[src/rtl/mojo_spi_uart_bridge_if.sv]
`timescale 1ns/1ps
// Board-pin bundle for the SPI/UART bridge: SPI slave pins, UART pins and LEDs.
// Latency: none, wires only.
// Backpressure: none; pins are sampled/driven continuously.
// Ports: sclk/cs/mosi/miso (SPI, mode 0), uart_rx/uart_tx (8N1), led[7:0].
interface mojo_spi_uart_bridge_if;
    logic [7:0] led;
    logic       uart_rx;
    logic       uart_tx;
    logic       mosi;
    logic       miso;
    logic       sclk;
    logic       cs;

    // slave: the bridge itself
    modport slave (
        input  uart_rx, mosi, sclk, cs,
        output led, uart_tx, miso
    );

    // master: the host / board environment driving the bridge
    modport master (
        output uart_rx, mosi, sclk, cs,
        input  led, uart_tx, miso
    );
endinterface

[src/rtl/mojo_spi_uart_bridge.sv]
`timescale 1ns/1ps
// SPI slave -> LEDs + UART tx; UART rx -> holding byte returned on MISO next SPI frame.
// Latency: led updates SYNC_STAGES+1 clks after raw 8th sclk rise; UART frame starts 1 clk later.
// Backpressure: none; an SPI byte arriving while the UART transmitter is busy is not sent.
// Ports: clk, rst_n (synchronous, active-high despite the name), bus (slave modport).
module mojo_spi_uart_bridge #(
    parameter int CLKS_PER_BIT = 434,
    parameter int SYNC_STAGES  = 2
) (
    input  logic                  clk,
    input  logic                  rst_n,
    mojo_spi_uart_bridge_if.slave bus
);
    localparam int CNT_W = $clog2(CLKS_PER_BIT);
    localparam logic [CNT_W-1:0] BIT_LAST = CNT_W'(CLKS_PER_BIT - 1);
    localparam logic [CNT_W-1:0] BIT_HALF = CNT_W'(CLKS_PER_BIT / 2 - 1);

    typedef enum logic [1:0] {ST_IDLE, ST_START, ST_DATA, ST_STOP} uart_state_e;

    // input synchronisers, newest sample in bit 0
    logic [SYNC_STAGES-1:0] sclk_sync_q, sclk_sync_d;
    logic [SYNC_STAGES-1:0] cs_sync_q,   cs_sync_d;
    logic [SYNC_STAGES-1:0] mosi_sync_q, mosi_sync_d;
    logic [SYNC_STAGES-1:0] rx_sync_q,   rx_sync_d;
    logic sclk_prev_q, sclk_prev_d;
    logic cs_prev_q,   cs_prev_d;
    logic rx_prev_q,   rx_prev_d;

    // SPI receive / transmit
    logic [7:0] spi_rx_shift_q, spi_rx_shift_d;
    logic [2:0] spi_rx_cnt_q,   spi_rx_cnt_d;
    logic [7:0] led_q,          led_d;
    logic       rx_valid_q,     rx_valid_d;
    logic [7:0] spi_tx_shift_q, spi_tx_shift_d;
    logic [2:0] spi_tx_cnt_q,   spi_tx_cnt_d;

    // UART transmitter
    uart_state_e      tx_state_q, tx_state_d;
    logic [CNT_W-1:0] tx_cnt_q,   tx_cnt_d;
    logic [2:0]       tx_idx_q,   tx_idx_d;
    logic [7:0]       tx_byte_q,  tx_byte_d;
    logic             tx_line_q,  tx_line_d;

    // UART receiver
    uart_state_e      rx_state_q, rx_state_d;
    logic [CNT_W-1:0] rx_cnt_q,   rx_cnt_d;
    logic [2:0]       rx_idx_q,   rx_idx_d;
    logic [7:0]       rx_shift_q, rx_shift_d;
    logic [7:0]       hold_q,     hold_d;

    logic sclk_s, cs_s, mosi_s, rx_s;
    logic sclk_rise, sclk_fall, cs_fall, rx_fall;

    assign sclk_s    = sclk_sync_q[SYNC_STAGES-1];
    assign cs_s      = cs_sync_q[SYNC_STAGES-1];
    assign mosi_s    = mosi_sync_q[SYNC_STAGES-1];
    assign rx_s      = rx_sync_q[SYNC_STAGES-1];
    assign sclk_rise = sclk_s & ~sclk_prev_q;
    assign sclk_fall = ~sclk_s & sclk_prev_q;
    assign cs_fall   = ~cs_s & cs_prev_q;
    assign rx_fall   = ~rx_s & rx_prev_q;

    assign bus.led     = led_q;
    assign bus.uart_tx = tx_line_q;
    assign bus.miso    = cs_s ? 1'b0 : spi_tx_shift_q[7];

    always_comb begin
        sclk_sync_d = {sclk_sync_q[SYNC_STAGES-2:0], bus.sclk};
        cs_sync_d   = {cs_sync_q[SYNC_STAGES-2:0],   bus.cs};
        mosi_sync_d = {mosi_sync_q[SYNC_STAGES-2:0], bus.mosi};
        rx_sync_d   = {rx_sync_q[SYNC_STAGES-2:0],   bus.uart_rx};
        sclk_prev_d = sclk_s;
        cs_prev_d   = cs_s;
        rx_prev_d   = rx_s;

        // SPI receive: holding the count at zero while deselected discards partial bytes
        spi_rx_shift_d = spi_rx_shift_q;
        spi_rx_cnt_d   = spi_rx_cnt_q;
        led_d          = led_q;
        rx_valid_d     = 1'b0;
        if (cs_s || cs_fall) begin
            spi_rx_cnt_d = 3'd0;
        end else if (sclk_rise) begin
            spi_rx_shift_d = {spi_rx_shift_q[6:0], mosi_s};
            if (spi_rx_cnt_q == 3'd7) begin
                led_d        = spi_rx_shift_d;
                rx_valid_d   = 1'b1;
                spi_rx_cnt_d = 3'd0;
            end else begin
                spi_rx_cnt_d = spi_rx_cnt_q + 3'd1;
            end
        end

        // SPI transmit: shift on the falling edge so the host samples on the rising edge
        spi_tx_shift_d = spi_tx_shift_q;
        spi_tx_cnt_d   = spi_tx_cnt_q;
        if (cs_fall) begin
            spi_tx_shift_d = hold_q;
            spi_tx_cnt_d   = 3'd0;
        end else if (!cs_s && sclk_fall) begin
            if (spi_tx_cnt_q == 3'd7) begin
                spi_tx_shift_d = hold_q;
                spi_tx_cnt_d   = 3'd0;
            end else begin
                spi_tx_shift_d = {spi_tx_shift_q[6:0], 1'b0};
                spi_tx_cnt_d   = spi_tx_cnt_q + 3'd1;
            end
        end

        // UART transmitter
        tx_state_d = tx_state_q;
        tx_cnt_d   = tx_cnt_q;
        tx_idx_d   = tx_idx_q;
        tx_byte_d  = tx_byte_q;
        case (tx_state_q)
            ST_IDLE: begin
                if (rx_valid_q) begin
                    tx_byte_d  = led_q;
                    tx_cnt_d   = '0;
                    tx_state_d = ST_START;
                end
            end
            ST_START: begin
                if (tx_cnt_q == BIT_LAST) begin
                    tx_cnt_d   = '0;
                    tx_idx_d   = 3'd0;
                    tx_state_d = ST_DATA;
                end else begin
                    tx_cnt_d = tx_cnt_q + 1'b1;
                end
            end
            ST_DATA: begin
                if (tx_cnt_q == BIT_LAST) begin
                    tx_cnt_d = '0;
                    if (tx_idx_q == 3'd7) begin
                        tx_state_d = ST_STOP;
                    end else begin
                        tx_idx_d = tx_idx_q + 3'd1;
                    end
                end else begin
                    tx_cnt_d = tx_cnt_q + 1'b1;
                end
            end
            default: begin
                if (tx_cnt_q == BIT_LAST) begin
                    tx_cnt_d   = '0;
                    tx_state_d = ST_IDLE;
                end else begin
                    tx_cnt_d = tx_cnt_q + 1'b1;
                end
            end
        endcase

        // line level follows the next state so the output is a clean flop with no extra lag
        case (tx_state_d)
            ST_START: tx_line_d = 1'b0;
            ST_DATA:  tx_line_d = tx_byte_d[tx_idx_d];
            default:  tx_line_d = 1'b1;
        endcase

        // UART receiver: recheck start at mid-bit, then sample every bit period
        rx_state_d = rx_state_q;
        rx_cnt_d   = rx_cnt_q;
        rx_idx_d   = rx_idx_q;
        rx_shift_d = rx_shift_q;
        hold_d     = hold_q;
        case (rx_state_q)
            ST_IDLE: begin
                if (rx_fall) begin
                    rx_cnt_d   = '0;
                    rx_state_d = ST_START;
                end
            end
            ST_START: begin
                if (rx_cnt_q == BIT_HALF) begin
                    rx_cnt_d   = '0;
                    rx_idx_d   = 3'd0;
                    rx_state_d = rx_s ? ST_IDLE : ST_DATA;
                end else begin
                    rx_cnt_d = rx_cnt_q + 1'b1;
                end
            end
            ST_DATA: begin
                if (rx_cnt_q == BIT_LAST) begin
                    rx_cnt_d   = '0;
                    rx_shift_d = {rx_s, rx_shift_q[7:1]};
                    if (rx_idx_q == 3'd7) begin
                        rx_state_d = ST_STOP;
                    end else begin
                        rx_idx_d = rx_idx_q + 3'd1;
                    end
                end else begin
                    rx_cnt_d = rx_cnt_q + 1'b1;
                end
            end
            default: begin
                if (rx_cnt_q == BIT_LAST) begin
                    rx_cnt_d   = '0;
                    rx_state_d = ST_IDLE;
                    if (rx_s) begin
                        hold_d = rx_shift_q;
                    end
                end else begin
                    rx_cnt_d = rx_cnt_q + 1'b1;
                end
            end
        endcase
    end

    always_ff @(posedge clk) begin
        if (rst_n) begin
            sclk_sync_q    <= '0;
            cs_sync_q      <= '1;
            mosi_sync_q    <= '0;
            rx_sync_q      <= '1;
            sclk_prev_q    <= 1'b0;
            cs_prev_q      <= 1'b1;
            rx_prev_q      <= 1'b1;
            spi_rx_shift_q <= 8'h00;
            spi_rx_cnt_q   <= 3'd0;
            led_q          <= 8'h00;
            rx_valid_q     <= 1'b0;
            spi_tx_shift_q <= 8'h00;
            spi_tx_cnt_q   <= 3'd0;
            tx_state_q     <= ST_IDLE;
            tx_cnt_q       <= '0;
            tx_idx_q       <= 3'd0;
            tx_byte_q      <= 8'h00;
            tx_line_q      <= 1'b1;
            rx_state_q     <= ST_IDLE;
            rx_cnt_q       <= '0;
            rx_idx_q       <= 3'd0;
            rx_shift_q     <= 8'h00;
            hold_q         <= 8'h00;
        end else begin
            sclk_sync_q    <= sclk_sync_d;
            cs_sync_q      <= cs_sync_d;
            mosi_sync_q    <= mosi_sync_d;
            rx_sync_q      <= rx_sync_d;
            sclk_prev_q    <= sclk_prev_d;
            cs_prev_q      <= cs_prev_d;
            rx_prev_q      <= rx_prev_d;
            spi_rx_shift_q <= spi_rx_shift_d;
            spi_rx_cnt_q   <= spi_rx_cnt_d;
            led_q          <= led_d;
            rx_valid_q     <= rx_valid_d;
            spi_tx_shift_q <= spi_tx_shift_d;
            spi_tx_cnt_q   <= spi_tx_cnt_d;
            tx_state_q     <= tx_state_d;
            tx_cnt_q       <= tx_cnt_d;
            tx_idx_q       <= tx_idx_d;
            tx_byte_q      <= tx_byte_d;
            tx_line_q      <= tx_line_d;
            rx_state_q     <= rx_state_d;
            rx_cnt_q       <= rx_cnt_d;
            rx_idx_q       <= rx_idx_d;
            rx_shift_q     <= rx_shift_d;
            hold_q         <= hold_d;
        end
    end
endmodule

[src/flat_wrapper.sv]
// flat-port wrapper written by rule: the top's interface ports become plain ports
module mojo_spi_uart_bridge_flat 
#(
    parameter int CLKS_PER_BIT = 434,
    parameter int SYNC_STAGES  = 2
)
  (clk, rst_n, bus_uart_rx, bus_mosi, bus_sclk, bus_cs, bus_led, bus_uart_tx, bus_miso);
  mojo_spi_uart_bridge_if bus_i ();
  input  logic clk;
  input  logic rst_n;
  input wire logic [$bits(bus_i.uart_rx)-1:0] bus_uart_rx;
  input wire logic [$bits(bus_i.mosi)-1:0] bus_mosi;
  input wire logic [$bits(bus_i.sclk)-1:0] bus_sclk;
  input wire logic [$bits(bus_i.cs)-1:0] bus_cs;
  output wire logic [$bits(bus_i.led)-1:0] bus_led;
  output wire logic [$bits(bus_i.uart_tx)-1:0] bus_uart_tx;
  output wire logic [$bits(bus_i.miso)-1:0] bus_miso;
  assign bus_i.uart_rx = bus_uart_rx;
  assign bus_i.mosi = bus_mosi;
  assign bus_i.sclk = bus_sclk;
  assign bus_i.cs = bus_cs;
  assign bus_led = bus_i.led;
  assign bus_uart_tx = bus_i.uart_tx;
  assign bus_miso = bus_i.miso;
  mojo_spi_uart_bridge #(.CLKS_PER_BIT(CLKS_PER_BIT), .SYNC_STAGES(SYNC_STAGES)) u_core (.clk(clk), .rst_n(rst_n), .bus(bus_i));
endmodule
[config.mk]
export PLATFORM = sky130hd
export DESIGN_NAME = mojo_spi_uart_bridge_flat
export DESIGN_NICKNAME = d
export VERILOG_FILES = /design/src/rtl/mojo_spi_uart_bridge_if.sv /design/src/rtl/mojo_spi_uart_bridge.sv /design/src/flat_wrapper.sv
export SDC_FILE = /design/constraint.sdc
export NUM_CORES = 1
export LEC_CHECK = 0
export ABC_AREA = 1
export CAP_MARGIN = 20
export CORE_AREA = 2 2 111 102
export DETAILED_ROUTE_END_ITERATION = 10
export DIE_AREA = 0 0 113 104
export SETUP_SLACK_MARGIN = 0.2
export SLEW_MARGIN = 20
export SYNTH_ARGS = -nofsm -noshare
export SYNTH_HDL_FRONTEND = slang
export SYNTH_SLANG_ARGS = --single-unit
[constraint.sdc]
create_clock -name clk -period 2.8 [get_ports clk]
set_input_delay 0.28 -clock clk [delete_from_list [all_inputs] [get_ports clk]]
set_output_delay 0.28 -clock clk [all_outputs]
set_load 0.01 [all_outputs]
==> impl_metrics.env <==
export IMPL_synthesis_nets=563
export IMPL_cts_buffer_depth=2
export IMPL_rsz0062_at_grt="false"
export IMPL_comb_power_share_pct=7.8
export IMPL_startpoint_type="flip-flop"
export IMPL_via_to_cell_ratio=4.82
export IMPL_dpl_hpwl_mm=5.34
export IMPL_worst_endpoint_arrival_ns=2.35
export IMPL_detail_route_first_pass_iterations=5
export IMPL_ctsHoldBuffers=0
export IMPL_crit_path_top_delay_cell="sky130_fd_sc_hd__dfxtp_1"
export IMPL_final_setup_viol_count=0
export IMPL_chipWidth_um=113
export IMPL_antenna_left=0
export IMPL_postSynth_asyncResetShare_pct=0
export IMPL_final_setup_skew_ns=0.00949
export IMPL_h_tree_depth=3
export IMPL_finalHoldViolCount=0
export IMPL_first_iter_violations=96
export IMPL_postCtsSetupRepairBufs=0
export IMPL_power_density_nw_per_um2=595
export IMPL_die_h_um=104
export IMPL_worst_slew_margin_rel_pct=54.2
export IMPL_row_count=36
export IMPL_whs_path_depth=2
export IMPL_share_seq_of_total_power_pct=50.0
export IMPL_final_min_period_over_clock_period_pct=74.9
export IMPL_yosys_area_top_type="sky130_fd_sc_hd__dfxtp_1"
export IMPL_setup_total_negative_slack_ns=0
export IMPL_share_of_cells_above_drive_strength_1_pct=9.96
export IMPL_grt_pass1_vias=3153
export IMPL_worstPathBufferInverterCount=3
export IMPL_tightest_slew_ns=0.686
export IMPL_critical_path_most_common_cell="sky130_fd_sc_hd__nand2_1"
export IMPL_num_nets_final=580
export IMPL_synth_cell_types=34
export IMPL_die_area_um2=11800
export IMPL_worst_r2r_setup_slack_ns=0.70
export IMPL_grt_start_max_net_pins=41
export IMPL_yosys_area_top_type_share_pct=45.5
export IMPL_antenna_violations_before_repair=0
export IMPL_fmax_ghz=0.477
export IMPL_synthesis_area_per_instance_um2=7.65
export IMPL_fin_crit_ns=2.10
export IMPL_critPathRequiredTime_ns=3.05
export IMPL_grt_ovfl_total=0
export IMPL_power_report_internal_total_uw=2070
export IMPL_initial_core_util_pct=38.9
export IMPL_drt_drc_violations_left=0
export IMPL_io_buffers=15
export IMPL_core_region_area_um2=10600
export IMPL_detail_route_wirelength_mm=7.72
export IMPL_timing_critical_path_to="u_core.bus.uart_tx"
export IMPL_timing_rr_end="u_core.bus.uart_tx"
export IMPL_grt_pass1_wl_mm=13.7
export IMPL_tritoncts="built"
export IMPL_wl_per_cell_um=11.1
export IMPL_yosys_most_used_dff="sky130_fd_sc_hd__dfxtp_1"
export IMPL_crit_fanout=5
export IMPL_ys_seq_elements=94
export IMPL_sw_frac_of_total_pct=26.2
export IMPL_area_growth_pct=14.2
export IMPL_critical_path_cell_chain="inv_1 -> ha_1 -> inv_1 -> a21oi_1 -> nand4_2 -> nand3_4 -> nand2_1 -> nand3_1 -> nand2_1 -> nand2_1 -> nand3_1 -> nand2_1 -> inv_1"
export IMPL_startpoint="u_core.tx_state_q[1]"
export IMPL_critical_path_reg2reg_startpoint="u_core.tx_state_q[1]"
export IMPL_synthesis_instances=540
export IMPL_antenna_cells=0
export IMPL_max_stage_delay_ns=0.41
export IMPL_worst_setup_hold_path_clk_slew_ns=0.07
export IMPL_leakage_uw=0.00196
export IMPL_clk_latency_ns=0.34
export IMPL_tritoncts_num_buffers=9
export IMPL_syn_area_um2=4130
export IMPL_synth_top_cells_by_area="sky130_fd_sc_hd__dfxtp_1 46%, sky130_fd_sc_hd__nand2_1 9.5%, sky130_fd_sc_hd__inv_1 5.8%"
export IMPL_synth_enable_flop_cells=0
export IMPL_timing_final_ws_setup_ns=0.702
export IMPL_reg2regPathDepth=13
export IMPL_worstSetupPathDepth=13
export IMPL_design_power_total_uw=2810
export IMPL_synth_warning_count=0
export IMPL_numClockSinks=94
export IMPL_place_gp_congestion=0.827
export IMPL_cap_violations=0
export IMPL_root_buffer="sky130_fd_sc_hd__clkbuf_16"
export IMPL_power_frac_clock_pct=42.2
export IMPL_switching_power_uw=735
export IMPL_dr_total_vias=3347
export IMPL_status="finished clean"
export IMPL_crit_family="simple AND/OR/NAND/NOR gates"
export IMPL_worstSetupPathType="reg -> reg"
export IMPL_ys_seq_area_share_pct=45.5
export IMPL_setup_slack_at_placement_ns=0.756
export IMPL_worstHoldPathType="reg -> reg"
export IMPL_timing_final_max_slew_violations=0
export IMPL_cts_resized=0
export IMPL_max_vdd_ir_drop_mv=0.249
export IMPL_grt_util_all_layers_pct=13.9
export IMPL_crit_path_end_kind="flip-flop"
export IMPL_layout_commonest_cell="sky130_fd_sc_hd__nand2_1"
export IMPL_final_cell_mix="105 x sky130_fd_sc_hd__nand2_1, 94 x sky130_fd_sc_hd__dfxtp_1, 64 x sky130_fd_sc_hd__inv_1"
export IMPL_boundaryPins=16
## worst register-to-register path, delay by kind of cell (launching register included)
family	cells	cell delay, ns
fa+ha+maj	1	0.31
flops	1	0.41
buf+inv	3	0.19
simple gates	8	0.79
compound gates	1	0.31
## power groups by stage
stage	combinational, uW	clock, uW	sequential, uW
CTS	221	1220	1400
floorplan	168	0	1430
global placement	218	0	1430
detailed placement	220	0	1430
finish	220	1180	1400
global route	256	1270	1410
## routing by layer
layer	vias up	track usage [%]	routed length, um
li1	1773	-	-
met1	1522	17.8	3850
met2	44	22.9	3550
met3	8	4.25	241
met4	0	3.48	82
met5	-	0	0
## state kept, by name, indices dropped and copies added, names as in the netlist, 7 cells and up
signal / flops
u_core.spi_tx_shift_q: 8
u_core.rx_cnt_q: 9
u_core.rx_shift_q: 8
u_core.spi_rx_shift_q: 7
u_core.tx_cnt_q: 9
u_core.bus.led: 8
u_core.tx_byte_q: 8
u_core.hold_q: 8
## layout make-up
type	instances	area [um2]
Tap cell	133	166
Sequential cell	94	1880
Clock buffer	9	225
Clock inverter	7	66.3
Multi-Input combinational cell	363	1930
Fill cell	1069	5910
Inverter	69	259
Timing Repair Buffer	20	188
## logic make-up (layout without fill, tap and decap cells)
family                     count (synthesis)  after routing  synth area share (%)
DFF                                       94             94                  45.5
and+or+nand+nor                          234            234                  26.1
adders and majority gates                 17             17                  5.15
buffers and inverters                     83            105                  7.69
AOI/OAI and AO/OA                        103            103                  13.4
muxes                                      6              6                  1.45
xor gates and xnor gates                   3              3                 0.636
## per-stage QoR
step / cells / cell area [um2] / hold WS, ns / utilization, %
final: 695 / 4720 / 0.403 / 44.4
after global routing: 695 / 4720 / 0.427 / 44.4
after CTS: 695 / 4720 / 0.405 / 44.4
after detailed placement: 679 / 4430 / 0.396 / 41.6
after global placement: 679 / 4430 / 0.393 / 41.6
after floorplan: 540 / 4130 / 0.352 / -
## worst min path at each step
stage                               start               endpoint  slack [ns]
floorplan                           rst_n   u_core.tx_state_q[0]        0.35
global placement      u_core.cs_sync_q[0]    u_core.cs_sync_q[1]        0.39
detailed placement  u_core.sclk_sync_q[0]  u_core.sclk_sync_q[1]        0.40
CTS                 u_core.sclk_sync_q[0]  u_core.sclk_sync_q[1]        0.41
global route          u_core.rx_sync_q[0]    u_core.rx_sync_q[1]        0.43
finish              u_core.sclk_sync_q[0]  u_core.sclk_sync_q[1]        0.40
## synth_stat cells (all sizes together) (2+ instances only)
master / instances
a32oi: 2
buf: 3
nor3: 11
nand3: 30
xor2: 3
nand4: 8
a211oi: 3
dfxtp: 94
clkbuf: 11
ha: 17
mux2i: 6
nand2: 113
inv: 69
nor2: 67
a21oi: 47
or2: 5
o21ai: 46
(Power assumes the default switching activity.)
